[config.mk]
export PLATFORM = sky130hd
export DESIGN_NAME = modular_inverse_flat
export DESIGN_NICKNAME = d
export VERILOG_FILES = /design/src/rtl/modular_inverse_pkg.sv /design/src/rtl/modular_inverse_if.sv /design/src/rtl/modular_inverse_mod_halve.sv /design/src/rtl/modular_inverse.sv /design/src/flat_wrapper.sv
export SDC_FILE = /design/constraint.sdc
export NUM_CORES = 1
export LEC_CHECK = 0
export BUFFER_PORTS_ARGS = -buffer_cell sky130_fd_sc_hd__buf_2
export CORE_ASPECT_RATIO = 1.2
export CORE_MARGIN = 4
export CORE_UTILIZATION = 25
export DETAILED_ROUTE_END_ITERATION = 8
export PLACE_DENSITY = 0.47
export SLEW_MARGIN = 20
export SYNTH_ARGS = -nofsm -noshare
export SYNTH_HDL_FRONTEND = slang
export SYNTH_SLANG_ARGS = --single-unit
[constraint.sdc]
create_clock -name clk -period 7.7 [get_ports clk]
set_input_delay 1.54 -clock clk [delete_from_list [all_inputs] [get_ports clk]]
set_output_delay 1.54 -clock clk [all_outputs]
set_load 0.01 [all_outputs]
[src/rtl/modular_inverse_pkg.sv]
// rtl/modular_inverse_pkg.sv - shared types and sizing helpers for the modular inverse unit
package modinv_pkg;

    typedef enum logic [1:0] {
        IDLE,
        RUN,
        DONE
    } modinv_state_t;

    // Worst-case number of RUN cycles for a w-bit modulus.
    function automatic int max_run_cycles(input int w);
        return 4 * w + 2;
    endfunction

    function automatic int cycle_cnt_width(input int w);
        return $clog2(max_run_cycles(w) + 6);
    endfunction

endpackage

[src/rtl/modular_inverse_if.sv]
// rtl/modular_inverse_if.sv - start/done request bus of the modular inverse unit
// MODINV_CYCLE_COUNT_EN adds the cycles result signal.
interface modular_inverse_if
    import modinv_pkg::*;
#(
    parameter int DATA_WIDTH = 8
);
    logic                  start;
    logic [DATA_WIDTH-1:0] a;
    logic [DATA_WIDTH-1:0] modulant;
    logic                  busy;
    logic                  done;
    logic                  ok;
    logic [DATA_WIDTH-1:0] out;
`ifdef MODINV_CYCLE_COUNT_EN
    logic [cycle_cnt_width(DATA_WIDTH)-1:0] cycles;

    modport master (output start, a, modulant, input busy, done, ok, out, cycles);
    modport slave  (input start, a, modulant, output busy, done, ok, out, cycles);
`else
    modport master (output start, a, modulant, input busy, done, ok, out);
    modport slave  (input start, a, modulant, output busy, done, ok, out);
`endif

endinterface

[src/rtl/modular_inverse_mod_halve.sv]
// rtl/modular_inverse_mod_halve.sv - combinational x/2 mod m for odd m and x in [0, m-1]
module mod_halve #(
    parameter int DATA_WIDTH = 8
) (
    input  logic [DATA_WIDTH:0]   x,
    input  logic [DATA_WIDTH-1:0] m,
    output logic [DATA_WIDTH:0]   y
);
    logic [DATA_WIDTH:0] sum;

    // An odd x becomes even after adding the odd modulus; x + m < 2m fits in DATA_WIDTH+1 bits.
    always_comb begin
        sum = x[0] ? (x + {1'b0, m}) : x;
        y   = sum >> 1;
    end

endmodule

[src/rtl/modular_inverse.sv]
// rtl/modular_inverse.sv - binary extended Euclid modular inverse, one step per clock
// Optional MODINV_CYCLE_COUNT_EN drives a RUN-cycle counter on bus.cycles.
module modular_inverse
    import modinv_pkg::*;
#(
    parameter int DATA_WIDTH = 8
) (
    input  logic             clk,
    input  logic             reset,
    modular_inverse_if.slave bus
);
    localparam int W = DATA_WIDTH;

    modinv_state_t state_q, state_d;
    logic [W-1:0]  m_q, m_d;
    logic [W-1:0]  u_q, u_d;
    logic [W-1:0]  v_q, v_d;
    logic [W:0]    x1_q, x1_d;
    logic [W:0]    x2_q, x2_d;
    logic [W-1:0]  out_q, out_d;
    logic          ok_q, ok_d;
    logic          done_q, done_d;
    logic          busy_q, busy_d;

    logic [W:0]    x1_half, x2_half;
    logic [W:0]    x1_sub, x2_sub;
    logic          illegal;

    mod_halve #(.DATA_WIDTH(W)) u_halve_x1 (.x(x1_q), .m(m_q), .y(x1_half));
    mod_halve #(.DATA_WIDTH(W)) u_halve_x2 (.x(x2_q), .m(m_q), .y(x2_half));

    // Both coefficients live in [0, m-1], so one conditional add of m restores a negative difference.
    always_comb begin
        x1_sub = (x1_q >= x2_q) ? (x1_q - x2_q) : (x1_q + {1'b0, m_q} - x2_q);
        x2_sub = (x2_q >= x1_q) ? (x2_q - x1_q) : (x2_q + {1'b0, m_q} - x1_q);
    end

    assign illegal = !bus.modulant[0] || (bus.modulant <= W'(1)) ||
                     (bus.a >= bus.modulant) || (bus.a == '0);

    always_comb begin
        state_d = state_q;
        m_d     = m_q;
        u_d     = u_q;
        v_d     = v_q;
        x1_d    = x1_q;
        x2_d    = x2_q;
        out_d   = out_q;
        ok_d    = ok_q;

        case (state_q)
            IDLE: begin
                if (bus.start) begin
                    ok_d  = 1'b0;
                    out_d = '0;
                    if (illegal) begin
                        state_d = DONE;
                    end else begin
                        state_d = RUN;
                        m_d     = bus.modulant;
                        u_d     = bus.a;
                        v_d     = bus.modulant;
                        x1_d    = (W+1)'(1);
                        x2_d    = '0;
                    end
                end
            end
            RUN: begin
                if (u_q == W'(1)) begin
                    out_d   = x1_q[W-1:0];
                    ok_d    = 1'b1;
                    state_d = DONE;
                end else if (v_q == W'(1)) begin
                    out_d   = x2_q[W-1:0];
                    ok_d    = 1'b1;
                    state_d = DONE;
                end else if ((u_q == '0) || (v_q == '0)) begin
                    // A zero operand before reaching 1 means gcd(a, m) > 1.
                    out_d   = '0;
                    ok_d    = 1'b0;
                    state_d = DONE;
                end else if (!u_q[0]) begin
                    u_d  = u_q >> 1;
                    x1_d = x1_half;
                end else if (!v_q[0]) begin
                    v_d  = v_q >> 1;
                    x2_d = x2_half;
                end else if (u_q >= v_q) begin
                    u_d  = u_q - v_q;
                    x1_d = x1_sub;
                end else begin
                    v_d  = v_q - u_q;
                    x2_d = x2_sub;
                end
            end
            DONE: begin
                state_d = IDLE;
            end
            default: begin
                state_d = IDLE;
            end
        endcase

        done_d = (state_d == DONE);
        busy_d = (state_d != IDLE);
    end

    always_ff @(posedge clk) begin
        if (reset) begin
            state_q <= IDLE;
            m_q     <= '0;
            u_q     <= '0;
            v_q     <= '0;
            x1_q    <= '0;
            x2_q    <= '0;
            out_q   <= '0;
            ok_q    <= 1'b0;
            done_q  <= 1'b0;
            busy_q  <= 1'b0;
        end else begin
            state_q <= state_d;
            m_q     <= m_d;
            u_q     <= u_d;
            v_q     <= v_d;
            x1_q    <= x1_d;
            x2_q    <= x2_d;
            out_q   <= out_d;
            ok_q    <= ok_d;
            done_q  <= done_d;
            busy_q  <= busy_d;
        end
    end

    assign bus.busy = busy_q;
    assign bus.done = done_q;
    assign bus.ok   = ok_q;
    assign bus.out  = out_q;

`ifdef MODINV_CYCLE_COUNT_EN
    localparam int CW = cycle_cnt_width(W);

    logic [CW-1:0] cyc_q, cyc_d;

    always_comb begin
        cyc_d = cyc_q;
        if ((state_q == IDLE) && bus.start) begin
            cyc_d = '0;
        end else if (state_q == RUN) begin
            cyc_d = cyc_q + CW'(1);
        end
    end

    always_ff @(posedge clk) begin
        if (reset) begin
            cyc_q <= '0;
        end else begin
            cyc_q <= cyc_d;
        end
    end

    assign bus.cycles = cyc_q;
`endif

endmodule

[src/flat_wrapper.sv]
// flat-port wrapper written by rule: the top's interface ports become plain ports
module modular_inverse_flat import modinv_pkg::*;
#(
    parameter int DATA_WIDTH = 8
)
  (clk, reset, bus_start, bus_a, bus_modulant, bus_busy, bus_done, bus_ok, bus_out);
  modular_inverse_if #(.DATA_WIDTH(DATA_WIDTH)) bus_i ();
  input  logic clk;
  input  logic reset;
  input wire logic [$bits(bus_i.start)-1:0] bus_start;
  input wire logic [$bits(bus_i.a)-1:0] bus_a;
  input wire logic [$bits(bus_i.modulant)-1:0] bus_modulant;
  output wire logic [$bits(bus_i.busy)-1:0] bus_busy;
  output wire logic [$bits(bus_i.done)-1:0] bus_done;
  output wire logic [$bits(bus_i.ok)-1:0] bus_ok;
  output wire logic [$bits(bus_i.out)-1:0] bus_out;
  assign bus_i.start = bus_start;
  assign bus_i.a = bus_a;
  assign bus_i.modulant = bus_modulant;
  assign bus_busy = bus_i.busy;
  assign bus_done = bus_i.done;
  assign bus_ok = bus_i.ok;
  assign bus_out = bus_i.out;
  modular_inverse #(.DATA_WIDTH(DATA_WIDTH)) u_core (.clk(clk), .reset(reset), .bus(bus_i));
endmodule
==> flow_metrics.env, run 1 <==
export IMPL_seqCellArea_um2=1100
export IMPL_cp_num_buf_inv=2
export IMPL_n_fill_cell=2538
export IMPL_endpoint_kind="flip-flop"
export IMPL_synth_most_common_cell="nor2_1"
export IMPL_n_antenna_cell=0
export IMPL_cp_cell_sequence="buf_2 > inv_1 > ha_1 > a41o_1 > a21oi_2 > o21ai_2 > a211oi_4 > nor2_2 > nor4_1 > a32o_1"
export IMPL_cts_tree="yes"
export IMPL_port_buffers=29
export IMPL_reg2reg_slack_ns=3.57
export IMPL_first_pass_iters=4
export IMPL_grt_pass1_vias=5467
export IMPL_yosys_warnings=0
export IMPL_synth_enable_flop_cells=0
export IMPL_cts_sinks=55
export IMPL_grt_usage_pct=15.4
export IMPL_synth_area_leader_cell="dfxtp_1"
export IMPL_tightest_slew_ns=0.949
export IMPL_p_switching_uw=480
export IMPL_async_flop_share_pct=0
export IMPL_netlist_area_um2=5820
export IMPL_fmax_mhz=236
export IMPL_die_h_um=175
export IMPL_finClkSkew_ns=0.0118
export IMPL_slew_limit_headroom_pct=36.2
export IMPL_synth_yosys_seq_area_share_pct=18.9
export IMPL_crit_family="compound AO/OA/AOI/OAI gates"
export IMPL_worstHoldStart="u_core.bus.ok"
export IMPL_hp_class="reg2reg"
export IMPL_core_area_um2=22700
export IMPL_power_internal_uw=658
export IMPL_initial_utilization_pct=25.7
export IMPL_maxCapViolCount=0
export IMPL_htreeDepth=2
export IMPL_dpl_worst_slack_ns=3.18
export IMPL_period_share_pct=55.0
export IMPL_drive_gt1_share_pct=7.65
export IMPL_grt_max_degree=47
export IMPL_synth_ff_type="dfxtp_1"
export IMPL_boundaryPins=30
export IMPL_hold_violations=0
export IMPL_status="completed"
export IMPL_timing_rr_start="u_core.x1_q[0]"
export IMPL_r2r_cells=16
export IMPL_wl_per_cell_um=18.6
export IMPL_drc_errors=0
export IMPL_yosys_area_top_type_share_pct=18.9
export IMPL_synth_top_cells_by_area="dfxtp_1 19%, ha_1 16%, nor2_1 5.2%"
export IMPL_final_nets=857
export IMPL_syn_inst=748
export IMPL_num_vias=5541
export IMPL_rsz0062_at_grt="no"
export IMPL_drtAntennaViolNets=0
export IMPL_drt_wl_total_um=19900
export IMPL_clkTransAtPathRegs_ns=0.08
export IMPL_postLayoutCoreUtil_pct=28.3
export IMPL_cts_hold_buf=0
export IMPL_maxSlewViolCount=0
export IMPL_overflow=0
export IMPL_cts_made_buffers=5
export IMPL_die_w_um=147
export IMPL_ir_drop_mv=0.0909
export IMPL_netlist_cell_type_count=68
export IMPL_synth_common_cells="81 x nor2_1, 73 x ha_1, 63 x inv_1"
export IMPL_syn_area_per_cell_um2=7.78
export IMPL_clk_latency_ns=0.31
export IMPL_p_per_area_nw_per_um2=177
export IMPL_critPathRequiredTime_ns=7.95
export IMPL_worstHoldPathCells=2
export IMPL_power_frac_clock_pct=21.7
export IMPL_comb_power_share_pct=49.2
export IMPL_setup_ws_ns=3.47
export IMPL_arrival_ns=4.49
export IMPL_multiInputGateArea_um2=4340
export IMPL_drt_iter0_drc=281
export IMPL_cts_root_buf="clkbuf_16"
export IMPL_p_seq_share_pct=29.1
export IMPL_area_growth_pct=10.1
export IMPL_min_period_ns=4.23
export IMPL_ys_ff_latch=55
export IMPL_whs_endpoint="u_core.bus.ok"
export IMPL_antenna_found_initial=0
export IMPL_cts_resized_gates=0
export IMPL_worst_path_max_fanout=15
export IMPL_cts_setup_buffers=0
export IMPL_p_leak_nw=2.58
export IMPL_viasPerCell=5.19
export IMPL_crit_type="in2reg"
export IMPL_syn_nets=848
export IMPL_grt_pass1_wl_um=31800
export IMPL_place_inst=1060
export IMPL_die_area_um2=25800
export IMPL_finalSetupTns_ns=0
export IMPL_hpwl_um=15900
export IMPL_std_cell_rows=60
export IMPL_globalplace_congestion=0.880
export IMPL_cp_slowest_stage_delay_ns=0.84
export IMPL_swShare_pct=42.2
export IMPL_setup_viol=0
export IMPL_reg2reg_to="u_core.x1_q[8]"
export IMPL_final_cells=1068
export IMPL_slowest_stage="nor4_1"
export IMPL_crit_path_start_kind="primary input"
export IMPL_clockBufferDepth=2
==> layout by cell type (no fill, tap or decap), types with 6 or more instances in the layout <==
cell and n:
a211oi_1 23, a21o_1 11, a21oi_1 50, a221oi_1 13, a2bb2oi_1 6, a31oi_1 14
and3_1 8, buf_2 29, buf_4 6, dfxtp_1 55, fa_1 8, ha_1 73
inv_1 63, mux2i_1 21, nand2_1 38, nand3_1 8, nor2_1 81, nor2b_1 13
nor3_1 24, nor4_1 6, o21a_1 11, o21ai_0 41, o31a_1 7, or3_1 7
xnor2_1 30, xor2_1 14
==> worst max-delay path by stage <==
stage	start	slack [ns]	cells after the start	end
after floorplan	bus_modulant[6]	4.12	9	u_core.x2_q[5]
after global placement	bus_modulant[5]	3.22	10	u_core.x2_q[6]
after detailed placement	bus_modulant[5]	3.18	10	u_core.x2_q[6]
after CTS	bus_modulant[5]	3.48	10	u_core.x2_q[6]
after global routing	u_core.x1_q[0]	3.18	16	u_core.x1_q[8]
final	bus_modulant[5]	3.47	10	u_core.x2_q[6]
==> tightest hold or removal path, cell delays in order (launching register included) <==
cell     delay [ns]
dfxtp_1        0.31
nand2_1        0.05
a21oi_1        0.05
==> metal layers <==
layer	routed length, um	vias up	GRT usage [%]
li1	-	2759	-
met1	9010	2644	19.9
met2	9850	107	27.1
met3	517	31	1.56
met4	518	0	4.35
met5	0	-	0
==> kinds of logic after synthesis <==
| family | synth area share (%) |
|---|---|
| AND/OR/NAND/NOR | 17.5 |
| flip-flops | 18.9 |
| buffers and inverters | 6.55 |
| XOR/XNOR | 7.00 |
| adder cells (fa/ha/maj) | 18.4 |
| AO/OA/AOI/OAI | 27.8 |
| multiplexers | 3.80 |
==> power groups by stage <==
stage | sequential (mW) | combinational, mW | clock [mW]
floorplan | 0.320 | 0.428 | 0
global placement | 0.337 | 0.557 | 0
detailed placement | 0.337 | 0.556 | 0
CTS | 0.330 | 0.559 | 0.252
global route | 0.333 | 0.624 | 0.261
finish | 0.331 | 0.560 | 0.247
==> sequential cells by signal, summed over array words and instances, names as in the netlist <==
| register | count |
|---|---|
| u_core.x1_q | 9 |
| u_core.x2_q | 9 |
| u_core.bus.out | 8 |
| u_core.m_q | 8 |
| u_core.u_q | 8 |
| u_core.v_q | 8 |
| u_core.state_q | 2 |
| u_core.bus.busy | 1 |
| u_core.bus.done | 1 |
| u_core.bus.ok | 1 |
==> per-stage QoR <==
stage / total power [mW] / hold slack [ns] / cell area (um2)
after floorplan: 0.748 / 0.462 / 5820
after global placement: 0.895 / 0.444 / 6260
after detailed placement: 0.893 / 0.448 / 6260
after CTS: 1.14 / 0.461 / 6410
after global routing: 1.22 / 0.494 / 6410
final: 1.14 / 0.461 / 6410
==> layout make-up <==
type / count / share of cell area [%]
Tap cell: 310 / 6.05
Clock buffer: 5 / 1.95
Sequential cell: 55 / 17.2
Timing Repair Buffer: 35 / 2.97
Multi-Input combinational cell: 596 / 67.7
Clock inverter: 3 / 0.429
Inverter: 64 / 3.75
Power figures use the tool's default switching activity.
==> inputs of run 2 (changes only) <==
PLACE_DENSITY = 0.49   (was 0.47)
clock period = 3.69 ns   (was 7.7 ns; I/O delays follow)
==> flow_metrics.env, run 2 (synthesis results as in run 1) <==
export IMPL_hp_class="reg2reg"
export IMPL_cts_root_buf="clkbuf_16"
export IMPL_wl_per_cell_um=17.8
export IMPL_layout_common_cells="81 x nor2_1, 73 x ha_1, 63 x inv_1"
export IMPL_cts_hold_buf=0
export IMPL_final_nets=872
export IMPL_slew_limit_headroom_pct=37.2
export IMPL_hold_violations=0
export IMPL_finalSetupTns_ns=0
export IMPL_clkTransAtPathRegs_ns=0.08
export IMPL_die_w_um=147
export IMPL_hpwl_um=15400
export IMPL_drt_iter0_drc=309
export IMPL_first_pass_iters=4
export IMPL_drt_wl_total_um=19300
export IMPL_ir_drop_mv=0.194
export IMPL_drtAntennaViolNets=0
export IMPL_crit_type="reg2reg"
export IMPL_worst_path_max_fanout=3
export IMPL_grt_pass1_vias=5235
export IMPL_boundaryPins=30
export IMPL_die_area_um2=25800
export IMPL_maxSlewViolCount=0
export IMPL_die_h_um=175
export IMPL_num_vias=5526
export IMPL_tightest_slew_ns=0.942
export IMPL_setup_viol=0
export IMPL_port_buffers=29
export IMPL_crit_path_start_kind="flip-flop"
export IMPL_status="completed"
export IMPL_rsz0062_at_grt="no"
export IMPL_htreeDepth=2
export IMPL_n_antenna_cell=0
export IMPL_period_share_pct=92.8
export IMPL_p_leak_nw=2.66
export IMPL_drive_gt1_share_pct=9.96
export IMPL_overflow=0
export IMPL_initial_utilization_pct=25.7
export IMPL_globalplace_congestion=0.858
export IMPL_cts_sinks=55
export IMPL_clk_latency_ns=0.31
export IMPL_grt_usage_pct=14.6
export IMPL_hold_ws_ns=0.456
export IMPL_postLayoutCoreUtil_pct=28.9
export IMPL_cts_tree="yes"
export IMPL_min_period_ns=3.42
export IMPL_area_growth_pct=12.3
export IMPL_viasPerCell=5.10
export IMPL_r2r_cells=16
export IMPL_arrival_ns=3.63
export IMPL_std_cell_rows=60
export IMPL_drc_errors=0
export IMPL_worstHoldPathCells=2
export IMPL_p_per_area_nw_per_um2=364
export IMPL_finClkSkew_ns=0.00634
export IMPL_grt_pass1_wl_um=29700
export IMPL_cts_made_buffers=5
export IMPL_reg_top3="u_core.x1_q x9, u_core.x2_q x9"
export IMPL_endpoint_kind="flip-flop"
export IMPL_mostFrequentLayoutCell="nor2_1"
export IMPL_antenna_found_initial=0
export IMPL_fmax_mhz=292
export IMPL_maxCapViolCount=0
export IMPL_clockBufferDepth=2
export IMPL_grt_max_degree=38
export IMPL_critPathRequiredTime_ns=3.90
export IMPL_core_area_um2=22700
run 2: what timing repair did:
| item | CTS | global route |
|---|---|---|
| buffers inserted | 0 | 2 |
| setup endpoints to repair | 0 | 3 |
| resized for setup | 0 | 4 |
run 2: final cells by class:
cell class / count / area (um2)
fill: 2581 / 16100
timing repair buffer: 50 / 315
clock buffer: 5 / 125
multi-input combinational: 596 / 4350
clock inverter: 3 / 23.8
sequential: 55 / 1100
inverter: 64 / 240
tap: 310 / 388
run 2: worst max-delay path, stage by stage, from the launching register on:
cell	delay [ns]
dfxtp_2	0.35
ha_1	0.16
inv_1	0.06
fa_2	0.42
nor2b_2	0.13
o31a_1	0.20
o21ai_0	0.12
nor2b_1	0.16
xnor2_1	0.22
ha_1	0.29
or2_2	0.30
a21oi_1	0.15
a31oi_1	0.07
xnor2_1	0.21
xnor2_1	0.14
mux2i_1	0.09
a41o_1	0.25
run 2: power breakdown:
| part | leakage [nW] | switching, mW | internal (mW) |
|---|---|---|---|
| Sequential | 0.448 | 0.0341 | 0.627 |
| Clock | 0.0717 | 0.259 | 0.257 |
| Combinational | 2.14 | 0.694 | 0.508 |
run 2: through the flow:
step | total power, mW | std cells | worst slack, ns | cell area [um2]
after CTS | 2.39 | 1081 | 0.162 | 6520
after global placement | 1.87 | 1073 | 0.167 | 6370
final | 2.38 | 1083 | 0.266 | 6540
after floorplan | 1.56 | 748 | 0.480 | 5820
after detailed placement | 1.86 | 1073 | 0.182 | 6370
after global routing | 2.54 | 1083 | 0.0128 | 6540
run 2: routing by layer:
layer | vias up | routed length (um) | GRT usage [%] | share of wire (%)
met3 | 25 | 511 | 1.45 | 2.7
met5 | - | 0 | 0 | 0
met4 | 0 | 474 | 4.12 | 2.5
met2 | 101 | 9430 | 25.7 | 49
li1 | 2780 | - | - | -
met1 | 2620 | 8840 | 18.8 | 46
run 2: final timing paths:
| check | endpoint | slack, ns | startpoint |
|---|---|---|---|
| min | u_core.bus.ok | 0.46 | u_core.bus.ok |
| min reg2reg | u_core.bus.ok | 0.46 | u_core.bus.ok |
| max | u_core.x1_q[8] | 0.27 | u_core.m_q[0] |
| max reg2reg | u_core.x1_q[8] | 0.27 | u_core.m_q[0] |
